<file path="src/rtl/ac_mem_writer.sv">
// Store path from the 19-bit accumulator to byte-wide data memory.
// Writes one saturated pixel byte or three little-endian bytes over a we/ack handshake.
module ac_mem_writer #(
    parameter int ADDR_W = 16
) (
    input  logic              clk,
    input  logic              rst_n,
    input  logic              start,
    input  logic              mode,
    input  logic [18:0]       data_in,
    input  logic [ADDR_W-1:0] addr_in,
    input  logic              mem_ack,
    output logic              mem_we,
    output logic [ADDR_W-1:0] mem_addr,
    output logic [7:0]        mem_data,
    output logic              busy,
    output logic              done
);

    localparam int DATA_W = 19;

    typedef enum logic [1:0] {
        S_IDLE  = 2'd0,
        S_WRITE = 2'd1,
        S_DONE  = 2'd2
    } state_t;

    state_t              r_state;
    logic [DATA_W-1:0]   r_data;
    logic [ADDR_W-1:0]   r_base;
    logic                r_mode;
    logic [1:0]          r_idx;
    logic                r_mem_we;
    logic [ADDR_W-1:0]   r_mem_addr;
    logic [7:0]          r_mem_data;
    logic                r_busy;
    logic                r_done;

    logic                w_last;
    logic [1:0]          w_idx_nxt;
    logic [ADDR_W-1:0]   w_addr_nxt;

    // Pixel downsample output: anything above one byte clips to full scale.
    function automatic logic [7:0] f_sat_u8(input logic [DATA_W-1:0] v);
        return (v > DATA_W'(255)) ? 8'hFF : v[7:0];
    endfunction

    function automatic logic [7:0] f_byte(input logic [DATA_W-1:0] v,
                                          input logic              m,
                                          input logic [1:0]        idx);
        logic [7:0] b;
        if (!m) begin
            b = f_sat_u8(v);
        end else begin
            case (idx)
                2'd0:    b = v[7:0];
                2'd1:    b = v[15:8];
                default: b = {5'b0, v[18:16]};
            endcase
        end
        return b;
    endfunction

    assign w_last     = r_mode ? (r_idx == 2'd2) : 1'b1;
    assign w_idx_nxt  = r_idx + 2'd1;
    // Address arithmetic wraps naturally at the ADDR_W boundary.
    assign w_addr_nxt = r_base + {{(ADDR_W-2){1'b0}}, w_idx_nxt};

    always_ff @(negedge clk or negedge rst_n) begin
        if (!rst_n) begin
            r_state    <= S_IDLE;
            r_data     <= '0;
            r_base     <= '0;
            r_mode     <= 1'b0;
            r_idx      <= 2'd0;
            r_mem_we   <= 1'b0;
            r_mem_addr <= '0;
            r_mem_data <= 8'd0;
            r_busy     <= 1'b0;
            r_done     <= 1'b0;
        end else begin
            case (r_state)
                S_IDLE: begin
                    r_done   <= 1'b0;
                    r_busy   <= 1'b0;
                    r_mem_we <= 1'b0;
                    if (start) begin
                        r_data     <= data_in;
                        r_base     <= addr_in;
                        r_mode     <= mode;
                        r_idx      <= 2'd0;
                        r_mem_we   <= 1'b1;
                        r_mem_addr <= addr_in;
                        r_mem_data <= f_byte(data_in, mode, 2'd0);
                        r_busy     <= 1'b1;
                        r_state    <= S_WRITE;
                    end
                end
                S_WRITE: begin
                    if (mem_ack) begin
                        if (w_last) begin
                            r_mem_we <= 1'b0;
                            r_done   <= 1'b1;
                            r_state  <= S_DONE;
                        end else begin
                            r_idx      <= w_idx_nxt;
                            r_mem_addr <= w_addr_nxt;
                            r_mem_data <= f_byte(r_data, r_mode, w_idx_nxt);
                        end
                    end
                end
                S_DONE: begin
                    r_done  <= 1'b0;
                    r_busy  <= 1'b0;
                    r_state <= S_IDLE;
                end
                default: begin
                    r_mem_we <= 1'b0;
                    r_busy   <= 1'b0;
                    r_done   <= 1'b0;
                    r_state  <= S_IDLE;
                end
            endcase
        end
    end

    assign mem_we   = r_mem_we;
    assign mem_addr = r_mem_addr;
    assign mem_data = r_mem_data;
    assign busy     = r_busy;
    assign done     = r_done;

endmodule
</file>
<file path="config.mk">
export PLATFORM = sky130hd
export DESIGN_NAME = ac_mem_writer
export DESIGN_NICKNAME = d
export VERILOG_FILES = /design/src/rtl/ac_mem_writer.sv
export SDC_FILE = /design/constraint.sdc
export NUM_CORES = 1
export LEC_CHECK = 0
export ABC_AREA = 0
export CORE_MARGIN = 10
export CORE_UTILIZATION = 51
export CTS_BUF_LIST = sky130_fd_sc_hd__clkbuf_16
export DETAILED_ROUTE_END_ITERATION = 6
export GPL_TIMING_DRIVEN = 1
export HOLD_SLACK_MARGIN = 0.15
export PLACE_DENSITY = 0.8
export SKIP_LAST_GASP = 1
export SYNTH_ARGS = -nofsm -noshare
export SYNTH_HDL_FRONTEND = slang
export SYNTH_SLANG_ARGS = --single-unit
</file>
<file path="constraint.sdc">
create_clock -name clk -period 2.7 [get_ports clk]
set_input_delay 0.54 -clock clk [delete_from_list [all_inputs] [get_ports clk]]
set_output_delay 0.54 -clock clk [all_outputs]
set_load 0.03 [all_outputs]
</file>
==> out/qor.yml <==
fillerInstances: 331
antenna_found_initial: 0
crit_path_cell_trace: "buf_6"
tns_ps: -2627
final_nets: 445
num_vias: 2846
cts_tree: "done"
die_h_um: 99.56
multi_input_area_um2: 1556
regArea_um2: 1677
clk_path_buf_depth: 2
relSlewSlack: 0.4514
fin_cells: 476
die_w_um: 99.56
grt_start_max_net_pins: 32
worst-setup-path-type: "reg2out"
syn_to_final_growth_pct: 50.50
drive_above_1_share: 0.3890
irDropWorstVdd_uv: 827.7
dp.cells: 431
antennaDiodeCount: 0
slowest_delay_ps: 450
synthCells: 281
leakagePower_nw: 2.120
synth-compound-area-share: 0.1477
clock-sinks: 67
r2r_end: "mem_addr[10]"
p_total_w: 0.006425
clk_latency_ps: 330
grt-ovfl-total: 0
dpl.hpwl_um: 5899
final_core_util: 0.8063
clock_skew_ps: 4.382
worst_setup_path_start_kind: "flop"
endpoint_kind: "output port"
rows: 28
power_per_cell_area_nw_per_um2: 1323
synthAdderAreaFrac: 0.02558
yosysWarnings: 0
synth_mux_area_frac: 0.1217
gp_congestion: 0.8272
synth_top_family_by_area: "compound AO/OA/AOI/OAI gates"
synth-xor-area-share: 0.03527
via_per_inst: 5.979
holdPathStages: 1
setup_ws_ps: -128.6
critPathSlowestCell: "dfrtn_1"
cpLargestDelayFamily: "flip-flops"
cts.clk_slew.worst_paths_ps: 40
min_to: "r_data[4]"
drt_iter0_markers: 226
netlist_area_um2: 3228
wl_per_cell_um: 19.91
drt_wl_total_um: 9475
synth-simple-area-share: 0.1209
final_hold_viol_count: 0
worst_ep_required_time_ps: 2160
syn_nets: 327
coreArea_um2: 6026
drc: 0
r2r_slack_ps: 220
synth-seq-area-share: 0.5194
synth_cell_types: 39
cts-htree-levels: 3
rsz0062_at_grt: "yes"
drt-pass1-iter-count: 5
grt_usage: 0.1821
r2r_start: "r_idx[0]"
start_util: 0.5357
ios: 67
setup_violations: 34
cp_num_buf_inv: 1
worstPathArrival_ps: 2290
numCtsBuffers: 9
cts-root-buf: "clkbuf_16"
holdBufCountCts: 0
hp-start: "r_data[4]"
crit_fanout: 2
synth_seq_cells: 67
drv_cap: 0
violations: "negative setup slack"
grt_pass1_wl_um: 14670
tightest_slew_ps: 821.2
hold_path_class: "reg2reg"
syn_avg_cell_area_um2: 11.49
portBuffers: 66
die_area_um2: 9912
r2r_cells: 8
grt_pass1_vias: 2877
status: "finished with violations"
ant_nets: 0
slew_viol_final: 0
[state kept, by name, summed over array words and instances (netlist names)]
register,cells
r_idx,2
done,1
busy,1
mem_data,8
r_data,19
r_mode,1
mem_addr,16
r_state,2
mem_we,1
r_base,16
[worst max path at each step]
stage / to / start / depth (start not counted) / slack, ps
floorplan: r_data[10] / start / 4 / -130
CTS: mem_addr[13] / mem_addr[13] / 1 / -120
detailed placement: mem_data[7] / start / 5 / -810
global route: mem_addr[11] / mem_addr[11] / 1 / -140
finish: mem_addr[4] / mem_addr[4] / 1 / -130
global placement: mem_data[3] / start / 5 / -770
[power by group]
group | switching [W] | total (W) | internal [W] | leakage [nW]
clock | 0.000382 | 0.000972 | 0.000590 | 0.128
combinational | 0.00162 | 0.00337 | 0.00175 | 1.20
sequential | 0.000526 | 0.00208 | 0.00155 | 0.793
total | 0.00253 | 0.00643 | 0.00389 | 2.12
[layer usage]
layer,vias up,GRT usage,wire length (µm)
met2,131,0.2846,4772
met1,1417,0.2315,3754
met4,0,0.09151,268
met5,-,0,0
met3,23,0.04014,680
li1,1275,-,-
[logic make-up (layout without fill, tap and decap cells)]
group	Yosys count	in the layout
AO/OA/AOI/OAI	74	74
AND/OR/NAND/NOR	69	69
flip-flops	67	67
multiplexers	35	35
buffers and inverters	17	137
XOR/XNOR	13	13
adder cells (fa/ha/maj)	6	6
[stage by stage]
step,hold slack [ps],setup WS (ps),instance area [µm²]
floorplan,405.6,-135.0,3277
global placement,424.0,-772.4,4079
detailed placement,429.8,-811.9,4079
CTS,432.1,-118.0,4643
global route,496.1,-135.7,4858
finish,472.3,-128.6,4858
[layout by cell type, fill, tap and decap left out, types with 2 or more instances in the layout]
master / count
ha_1: 5
buf_16: 3
and4_4: 2
nand3_1: 5
nor2_1: 12
clkdlybuf4s50_1: 25
dlygate4sd2_1: 3
o21ai_0: 13
a21oi_1: 7
inv_1: 8
buf_2: 5
clkbuf_16: 11
o21ai_1: 18
buf_6: 32
nand4_1: 4
o22ai_1: 4
nor3_2: 2
xor2_1: 3
dfrtn_1: 67
nand2b_1: 3
o221a_2: 5
buf_12: 8
a22oi_1: 14
mux2_2: 25
xnor2_1: 10
mux2_4: 9
o22ai_2: 2
a21o_1: 5
nor4_1: 3
buf_4: 39
nand2_1: 27
a31oi_1: 2
[Yosys cell counts]
cell type	instances	area, µm²
nand2_1	27	101.4
a21oi_1	7	35.03
nor2b_1	1	6.260
o22ai_1	6	37.54
clkbuf_1	3	11.26
nand3_4	1	17.52
mux2_2	34	382.9
nor3_1	1	5.000
dfrtn_1	67	1677
nor4_1	5	31.28
ha_1	5	62.56
a21o_1	5	37.54
a22oi_1	15	112.6
nand3_1	5	25.02
and3_1	2	12.51
a31oi_1	2	12.51
o221a_2	5	56.30
nand4b_1	1	8.760
nand4_1	4	25.02
buf_6	2	22.52
o21ai_1	13	65.06
nor3_4	1	16.27
and4_4	2	22.52
inv_1	5	18.77
nor3_2	1	10.01
buf_4	3	22.52
mux2i_1	1	10.01
xor2_1	3	26.28
o21ai_0	19	95.09
buf_2	4	20.02
nand2b_1	3	18.77
xnor2_1	10	87.58
nor3b_2	1	12.51
nor2_4	1	11.26
nand4_4	1	21.27
nor2_1	12	45.04
fa_1	1	20.02
o21ai_2	1	8.760
a21oi_4	1	16.27
[repair_timing]
action                     CTS  global route
resized for setup           86            19
gates cloned                 3             2
pin swaps                   12             7
setup endpoints to repair   91            50
setup buffers               17            11
[area by class of cell]
class / instances / area share
Clock inverter: 4 / 0.003090
Multi-Input combinational cell: 197 / 0.3204
Clock buffer: 9 / 0.04636
Inverter: 5 / 0.003863
Timing Repair Buffer: 119 / 0.2619
Tap cell: 75 / 0.01931
Sequential cell: 67 / 0.3451
Power figures use the tool's default switching activity.
